==> src/rtl/accum_delta_decoder_pkg.sv <==
// rtl/accum_delta_decoder_pkg.sv - shared defaults, FSM encoding and FIFO entry layout
package accum_delta_decoder_pkg;

    localparam int WIDTH_D = 8;
    localparam int RUN_W_D = 4;
    localparam int DEPTH_D = 2;

    // Entry layout: zero-run count in the low bits, delta directly above it.
    localparam int ZRUN_LSB = 0;

    typedef enum logic {
        ST_ACTIVE     = 1'b0,
        ST_FLUSH_PEND = 1'b1
    } state_t;

endpackage

==> src/rtl/delta_fifo.sv <==
// rtl/delta_fifo.sv - small synchronous FIFO with full/empty flags
module delta_fifo #(
    parameter int W       = 12,
    parameter int DEPTH_P = 2
) (
    input  logic         clk_i,
    input  logic         rst_i,
    input  logic         push_i,
    input  logic [W-1:0] push_data_i,
    input  logic         pop_i,
    output logic [W-1:0] data_o,
    output logic         full_o,
    output logic         empty_o
);

    localparam int AW = (DEPTH_P > 1) ? $clog2(DEPTH_P) : 1;

    logic [W-1:0]  mem [DEPTH_P];
    logic [AW-1:0] wr_ptr;
    logic [AW-1:0] rd_ptr;
    logic [AW:0]   count;
    logic          do_push;
    logic          do_pop;

    assign full_o  = (count == (AW+1)'(DEPTH_P));
    assign empty_o = (count == '0);
    assign do_push = push_i && !full_o;
    assign do_pop  = pop_i && !empty_o;
    assign data_o  = mem[rd_ptr];

    always_ff @(posedge clk_i or posedge rst_i) begin
        if (rst_i) begin
            wr_ptr <= '0;
            rd_ptr <= '0;
            count  <= '0;
        end else begin
            if (do_push) wr_ptr <= wr_ptr + 1'b1;
            if (do_pop)  rd_ptr <= rd_ptr + 1'b1;
            case ({do_push, do_pop})
                2'b10:   count <= count + 1'b1;
                2'b01:   count <= count - 1'b1;
                default: count <= count;
            endcase
        end
    end

    // Storage needs no reset: contents are only visible through a nonzero count.
    always_ff @(posedge clk_i) begin
        if (do_push) mem[wr_ptr] <= push_data_i;
    end

endmodule

==> src/rtl/accum_delta_decoder.sv <==
// rtl/accum_delta_decoder.sv - recovers non-zero increments and zero runs from a running-sum stream
module accum_delta_decoder
    import accum_delta_decoder_pkg::*;
#(
    parameter int WIDTH_P = WIDTH_D,
    parameter int RUN_W_P = RUN_W_D,
    parameter int DEPTH_P = DEPTH_D
) (
    input  logic               clk_i,
    input  logic               rst_i,
    input  logic               sum_valid_i,
    output logic               sum_ready_o,
    input  logic [WIDTH_P-1:0] sum_i,
    input  logic               flush_i,
    input  logic               resync_i,
    output logic               delta_valid_o,
    input  logic               delta_ready_i,
    output logic [WIDTH_P-1:0] delta_o,
    output logic [RUN_W_P-1:0] zrun_o
);

    localparam int EW = WIDTH_P + RUN_W_P;
    localparam logic [RUN_W_P-1:0] MAX_RUN = '1;

    state_t             state, state_n;
    logic [WIDTH_P-1:0] baseline, baseline_n;
    logic [WIDTH_P-1:0] d;
    logic [RUN_W_P-1:0] run, run_n;
    logic               rflag, rflag_n, resync_eff;
    logic               accept;
    logic               push;
    logic [EW-1:0]      push_data;
    logic [EW-1:0]      pop_data;
    logic               fifo_full;
    logic               fifo_empty;

    assign sum_ready_o = !fifo_full && (state == ST_ACTIVE);
    assign accept      = sum_valid_i && sum_ready_o;
    assign d           = sum_i - baseline;
    assign resync_eff  = rflag || resync_i;

    always_ff @(posedge clk_i or posedge rst_i) begin
        if (rst_i) begin
            state    <= ST_ACTIVE;
            baseline <= '0;
            run      <= '0;
            rflag    <= 1'b0;
        end else begin
            state    <= state_n;
            baseline <= baseline_n;
            run      <= run_n;
            rflag    <= rflag_n;
        end
    end

    always_comb begin
        state_n    = state;
        baseline_n = baseline;
        run_n      = run;
        rflag_n    = resync_eff;
        push       = 1'b0;
        push_data  = '0;
        if (state == ST_FLUSH_PEND) begin
            if (!fifo_full) begin
                if (run != '0) begin
                    push      = 1'b1;
                    push_data = {{WIDTH_P{1'b0}}, run - 1'b1};
                    run_n     = '0;
                end
                state_n = ST_ACTIVE;
            end
        end else begin
            if (accept) begin
                baseline_n = sum_i;
                if (resync_eff) begin
                    rflag_n = 1'b0;
                end else if (d != '0) begin
                    push      = 1'b1;
                    push_data = {d, run};
                    run_n     = '0;
                end else if (run == MAX_RUN) begin
                    push      = 1'b1;
                    push_data = {{WIDTH_P{1'b0}}, MAX_RUN};
                    run_n     = '0;
                end else begin
                    run_n = run + 1'b1;
                end
            end
            // A flush that cannot go out this cycle is parked until the FIFO has room.
            if (flush_i) begin
                if (accept) begin
                    state_n = ST_FLUSH_PEND;
                end else if (run != '0) begin
                    if (!fifo_full) begin
                        push      = 1'b1;
                        push_data = {{WIDTH_P{1'b0}}, run - 1'b1};
                        run_n     = '0;
                    end else begin
                        state_n = ST_FLUSH_PEND;
                    end
                end
            end
        end
    end

    delta_fifo #(
        .W       (EW),
        .DEPTH_P (DEPTH_P)
    ) u_fifo (
        .clk_i       (clk_i),
        .rst_i       (rst_i),
        .push_i      (push),
        .push_data_i (push_data),
        .pop_i       (delta_ready_i),
        .data_o      (pop_data),
        .full_o      (fifo_full),
        .empty_o     (fifo_empty)
    );

    assign delta_valid_o = !fifo_empty;
    assign zrun_o        = pop_data[ZRUN_LSB +: RUN_W_P];
    assign delta_o       = pop_data[ZRUN_LSB + RUN_W_P +: WIDTH_P];

endmodule

==> config.mk <==
export PLATFORM = sky130hd
export DESIGN_NAME = accum_delta_decoder
export DESIGN_NICKNAME = d
export VERILOG_FILES = /design/src/rtl/accum_delta_decoder_pkg.sv /design/src/rtl/delta_fifo.sv /design/src/rtl/accum_delta_decoder.sv
export SDC_FILE = /design/constraint.sdc
export NUM_CORES = 1
export LEC_CHECK = 0
export ABC_CLOCK_PERIOD_IN_PS = 3060
export BUFFER_PORTS_ARGS = -buffer_cell sky130_fd_sc_hd__buf_4
export CORE_UTILIZATION = 58
export CTS_CLUSTER_DIAMETER = 120
export DETAILED_ROUTE_END_ITERATION = 8
export HOLD_SLACK_MARGIN = 0.1
export PLACE_DENSITY = 0.85
export SYNTH_ARGS = -nofsm -noshare
export SYNTH_HDL_FRONTEND = slang
export SYNTH_SLANG_ARGS = --single-unit
==> constraint.sdc <==
create_clock -name clk_i -period 3.06 [get_ports clk_i]
set_input_delay 0.918 -clock clk_i [delete_from_list [all_inputs] [get_ports clk_i]]
set_output_delay 0.918 -clock clk_i [all_outputs]
set_load 0.02 [all_outputs]
==> results of run 1 <==
synth_stat cells, types with 2 or more instances:
master,count
a211o_1,2
nand3_1,6
nand2b_1,6
a21oi_1,7
o221ai_1,4
inv_1,16
and3_1,3
a211oi_1,2
clkbuf_1,5
mux2_2,14
nand3b_1,3
o21ai_0,10
o41ai_1,2
nand2_1,14
dfrtp_1,18
o211ai_1,2
nor2_1,20
edfxtp_1,24
nor3_1,3
ha_1,12
o21ai_1,3
or3b_2,2
xor2_1,4
nor3b_1,2
xnor2_1,6
kinds of logic (layout without fill, tap and decap cells):
group	count (synthesis)	in the layout	synth area share (%)
buf+inv	23	72	3.747
fa+ha+maj	13	13	7.280
simple gates	65	65	13.97
flops	42	42	50.11
mux	14	14	6.745
xor+xnor	10	10	3.747
compound gates	43	43	14.40
tightest hold or removal path: cells and delay by family (launching register included):
| kind | cells | cell delay, ps |
|---|---|---|
| flip-flops | 1 | 340 |
| AND/OR/NAND/NOR | 2 | 150 |
registers in the layout, summed over array words and instances, names as in the netlist:
| name | flops |
|---|---|
| run | 4 |
| u_fifo.rd_ptr | 1 |
| u_fifo.count | 2 |
| u_fifo.mem | 24 |
| state | 1 |
| baseline | 8 |
| rflag | 1 |
| u_fifo.wr_ptr | 1 |
worst max path at each step:
stage                  start                           to  slack [ps]  cells after the start
floorplan           sum_i[0]  u_fifo.count[1]$_DFFE_PP0P_         -80                     12
global placement    sum_i[0]   u_fifo.mem[1][8]$_DFFE_PP_        -120                     12
detailed placement  sum_i[0]   u_fifo.mem[0][1]$_DFFE_PP_        -170                     12
CTS                 sum_i[0]   u_fifo.mem[1][7]$_DFFE_PP_          10                     12
global route        sum_i[0]  u_fifo.count[1]$_DFFE_PP0P_           7                     13
finish              sum_i[0]   u_fifo.mem[0][3]$_DFFE_PP_         130                     12
layout make-up:
type,count,area [um^2]
inverter,16,72.57
fill,245,828.3
sequential,42,1171
clock inverter,2,37.54
multi-input combinational,145,1144
tap,48,60.06
timing repair buffer,48,385.4
clock buffer,6,72.57
repair_timing:
item | in CTS | in global routing
gates resized for setup | 0 | 2
hold buffers | 0 | 0
endpoints found under the setup margin | 0 | 34
metal layers:
metal	global-route usage, %	routed length [um]	up-vias
met4	7.337	68	0
met3	4.688	189	9
met5	0	0	-
met2	41.75	2266	59
li1	-	-	858
met1	32.52	2170	806
stage by stage:
step	setup TNS, ps	total power [mW]	cell area [um^2]	utilization (%)	hold slack, ps
6_report	0	2.582	2943	78.04	528.7
5_1_grt	0	2.742	2943	78.04	535.4
4_1_cts	0	2.571	2937	77.87	526.8
3_5_place_dp	-5090	2.121	2826	74.95	509.6
3_3_place_gp	-3499	2.091	2826	74.95	476.0
2_1_floorplan	-78.95	1.666	2409	-	454.2
where the power goes:
group	total (mW)	switching (mW)	internal, mW	leakage [nW]
Sequential	0.831	0.104	0.726	0.447
Combinational	1.31	0.681	0.630	0.695
Clock	0.440	0.196	0.243	0.0514
==> run metrics, run 1 <==
CTS tree=done; worst-case reg-to-reg path depth=10; final non-filler cell total=307; Min Clock Period, post-route=roughly 2900 ps; H-tree depth=2; Syn Nets=~240; first-pass GRT wire length=7790 um; count of different cell masters after synthesis=between 40 and 50; layout cells sized above 1=between 30% and 40%; Hold Path Class=flop to flop; critical path peak fanout=12; Critical Path Sink Type=flop; commonest non-fill, non-tap cells in the layout=buf_4, edfxtp_1, nor2_1, dfrtp_1, inv_1; delay-heaviest family, CP=compound AO/OA/AOI/OAI gates; Core Rows=22; commonest non-fill, non-tap cell in the layout=buf_4; Crit Path Class=primary input to flop; Syn Inst Count=210; number of enable flip-flop cells after synthesis=24; Yosys warning total=0; P&R area growth vs syn=25.91%; power per cell area=slightly below 900 nW/um^2; Placed Instances=around 300; worst relative slew slack=roughly 52%; 1st-iter DRT viols=between 150 and 200; Yosys reg bits=42; Post-synth ARST share=42.86%; vias post-DR=roughly 1.7k; Buf/Inv on CP=4; startpoint types=primary input; WHS Endpoint=rflag$_DFF_PP0_; hold path depth=2; Hold Violations, Final=0; Main synth FF type=edfxtp_1; initial antenna violation count=0; Fmax=approximately 340 MHz; worst flop-to-flop path endpoint=u_fifo.mem[0][3]$_DFFE_PP_; Routed WL per cell=around 15 um; VDD IR max=a little over 0.5 mV; Initial Util=between 60% and 70%; gp weighted congestion=0.8820; total grt overflow=0; total clock buffers created by CTS=5; CP max stage delay=between 300 and 400 ps; arrival time at the worst endpoint=roughly 3000 ps; total setup buffers inserted after CTS=0; Longest Clk Path Bufs=2; DRC Markers=0; RR Startpoint=baseline[0]$_DFFE_PP0P_; Detail Placement HPWL=3337 um; total die area=between 4000 and 5000 um^2; Worst Skew=around 7.5 ps; largest cells by area after synthesis=edfxtp_1, dfrtp_1, mux2_2, ha_1, nor2_1; final slew viol count=0; via/cell ratio=~5.6; Max-Cap Viols=0; dominant cell type by area after synthesis=edfxtp_1; Pre-antenna DRT Iters=4; Ports=28; outcome=finished clean; register area share after synthesis=about half; hold_sp=rflag$_DFF_PP0_; worst-margin pin slew=approximately 720 ps; Chip Width=roughly 65 um; n_diodes=0; Final WS setup=129.1 ps; vias in the first global route=approximately 1.6k; Total Wirelength=roughly 4700 um; Cell Area, Synth=2337 um^2; clock sink count=between 40 and 50; crit path max-delay cell type=fa_2; core box area=approximately 3800 um^2; syn_area_per_cell=11.13 um^2; critical-path cell list=buf_4, inv_12, ha_4, fa_2, nand2b_4, a21o_1, a211oi_2, o21ai_2, o31ai_4, buf_4, nor2_4, buf_12; largest net degree at the start of global routing=19; RSZ-0062 raised after global routing=false; Final Setup Violations=0; CP required=approximately 3100 ps; Total GRT Usage=around a quarter; Yosys top cell area share=around 31%; leakage=1.193 nW; post-place setup slack=-166.2 ps; antenna-violating nets left=0; setup slack, reg-to-reg=460 ps; die height=around 65 um; number of I/O port buffers=27; clk slew on worst S/H paths=80 ps; crit share post-route=95.78%; Nets=285; Worst-Skew Late Latency=~300 ps; most used cell, CP=buf_4; Root Driver=clkbuf_8
(Power assumes the default switching activity.)
==> inputs of run 2 (changes only) <==
CTS_CLUSTER_SIZE = 16   (was default)
HOLD_SLACK_MARGIN = 0.03   (was 0.1)
PLACE_DENSITY = 0.8   (was 0.85)
==> run metrics, run 2 (synthesis gave the netlist of run 1 again) <==
total clock buffers created by CTS=5; RSZ-0062 raised after global routing=false; arrival time at the worst endpoint=between 2000 and 3000 ps; Initial Util=between 60% and 70%; Placed Instances=roughly 300; clk slew on worst S/H paths=80 ps; CP required=3060 ps; largest registers=u_fifo.mem x24, baseline x8, run x4; cts hold-fix bufs=0; vias post-DR=between 1.5k and 2k; final slew viol count=0; final core utilization=between 70% and 80%; TNS Setup=0 ps; Hold Violations, Final=0; Fmax=between 300 and 400 MHz; outcome=finished clean; Ports=28; Reg with most FFs=u_fifo.mem; Worst-Skew Late Latency=around 300 ps; Pre-antenna DRT Iters=4; leakage=roughly 1.2 nW; Total Wirelength=just under 5000 um; total grt overflow=0; P&R area growth vs syn=26.02%; critical path peak fanout=4; final non-filler cell total=a little over 300; via/cell ratio=just under 6; setup slack, reg-to-reg=roughly 410 ps; Core Rows=22; worst-margin pin slew=around 760 ps; layout cells sized above 1=approximately a third; Critical Path Sink Type=flop; n_diodes=0; Min Hold Slack=roughly 520 ps; vias in the first global route=between 1.5k and 2k; largest net degree at the start of global routing=19; Detail Placement HPWL=around 3600 um; crit share post-route=96.82%; post-place setup slack=-231.9 ps; critical-path cell list=buf_4, inv_12, ha_4, fa_2, nand2b_4, a21oi_2, xnor2_1, o2111ai_4, buf_4, a211oi_1, o221ai_1; initial antenna violation count=0; power per cell area=904.5 nW/um^2; Min Clock Period, post-route=2963 ps; antenna-violating nets left=0; VDD IR max=between 0.5 and 0.6 mV; first-pass GRT wire length=roughly 8200 um; number of I/O port buffers=27; Hold Path Class=flop to flop; commonest non-fill, non-tap cells in the layout=buf_4, edfxtp_1, nor2_1, dfrtp_1, inv_1; Max-Cap Viols=0; Chip Width=65.48 um; Root Driver=clkbuf_8; die height=65.48 um; 1st-iter DRT viols=145; Nets=between 200 and 300; startpoint types=primary input; H-tree depth=2; core box area=3771 um^2; clock sink count=42; most used cell, CP=buf_4; Total GRT Usage=around 26%; CP max stage delay=between 300 and 400 ps; gp weighted congestion=about 0.97; Largest register FFs=24; Worst Skew=between 7 and 8 ps; Final WS setup=between 90 and 100 ps; DRC Markers=0; worst relative slew slack=about 50%; Crit Path Class=primary input to flop; Routed WL per cell=~16 um; crit path max-delay cell type=fa_2; Longest Clk Path Bufs=2; total die area=between 4000 and 5000 um^2; Final Setup Violations=0; CTS tree=done; commonest non-fill, non-tap cell in the layout=buf_4
[run 2: cell count changes in the layout (fill, tap and decap cells not counted), sizes merged]
cell,delta
bufinv,+1
clkinvlp,-1
clkinv,+1
clkbuf,-1
buf,-3
[run 2: path summary, 6_finish.rpt]
| kind | startpoint | to | cells past startpoint |
|---|---|---|---|
| setup / recovery | sum_i[0] | u_fifo.mem[0][2]$_DFFE_PP_ | 11 |
| hold / removal | u_fifo.count[1]$_DFFE_PP0P_ | u_fifo.count[1]$_DFFE_PP0P_ | 1 |
| setup reg to reg | run[0]$_DFFE_PP0P_ | u_fifo.mem[0][2]$_DFFE_PP_ | 10 |
| hold reg to reg | u_fifo.count[1]$_DFFE_PP0P_ | u_fifo.count[1]$_DFFE_PP0P_ | 1 |
| max in group asynchronous | rst_i | run[1]$_DFFE_PP0P_ | 2 |
| min in group asynchronous | rst_i | state$_DFF_PP0_ | 2 |
[run 2: area by class of cell]
type | instances | area (um^2)
Clock buffer | 5 | 68.82
Timing Repair Buffer | 45 | 362.8
Multi-Input combinational cell | 145 | 1146
Clock inverter | 3 | 63.81
Inverter | 16 | 72.57
Fill cell | 244 | 825.8
Tap cell | 48 | 60.06
Sequential cell | 42 | 1171
[run 2: metrics by stage]
stage                     power (mW)  cell area, um^2
after floorplan                1.666             2409
after global placement         2.078             2804
after detailed placement       2.129             2804
after CTS                      2.651             2937
after global routing           2.815             2945
final                          2.664             2945
[run 2: worst max-delay path: cells and delay by family]
| family | cells | cell delay [ps] |
|---|---|---|
| simple gates | 1 | 160 |
| fa+ha+maj | 2 | 490 |
| xor+xnor | 1 | 230 |
| compound gates | 4 | 820 |
| buf+inv | 3 | 350 |
[run 2: power by group]
group	total [mW]	switching [mW]	internal, mW
Clock	0.515	0.192	0.323
Combinational	1.32	0.697	0.620
Sequential	0.832	0.106	0.726
Total	2.66	0.995	1.67
[run 2: routing by layer]
layer	up-vias	global-route usage [%]	part of all wire, %
li1	845	-	-
met1	854	31.79	43
met2	83	44.07	49
met3	15	6.597	6.1
met4	0	8.696	2.3
met5	-	0	0
[run 2: timing repair]
item                                    in CTS  in global routing
endpoints found under the setup margin       0                 17
resized for setup                            0                  3
endpoints found under the hold margin        0                  0
setup buffers                                0                  0
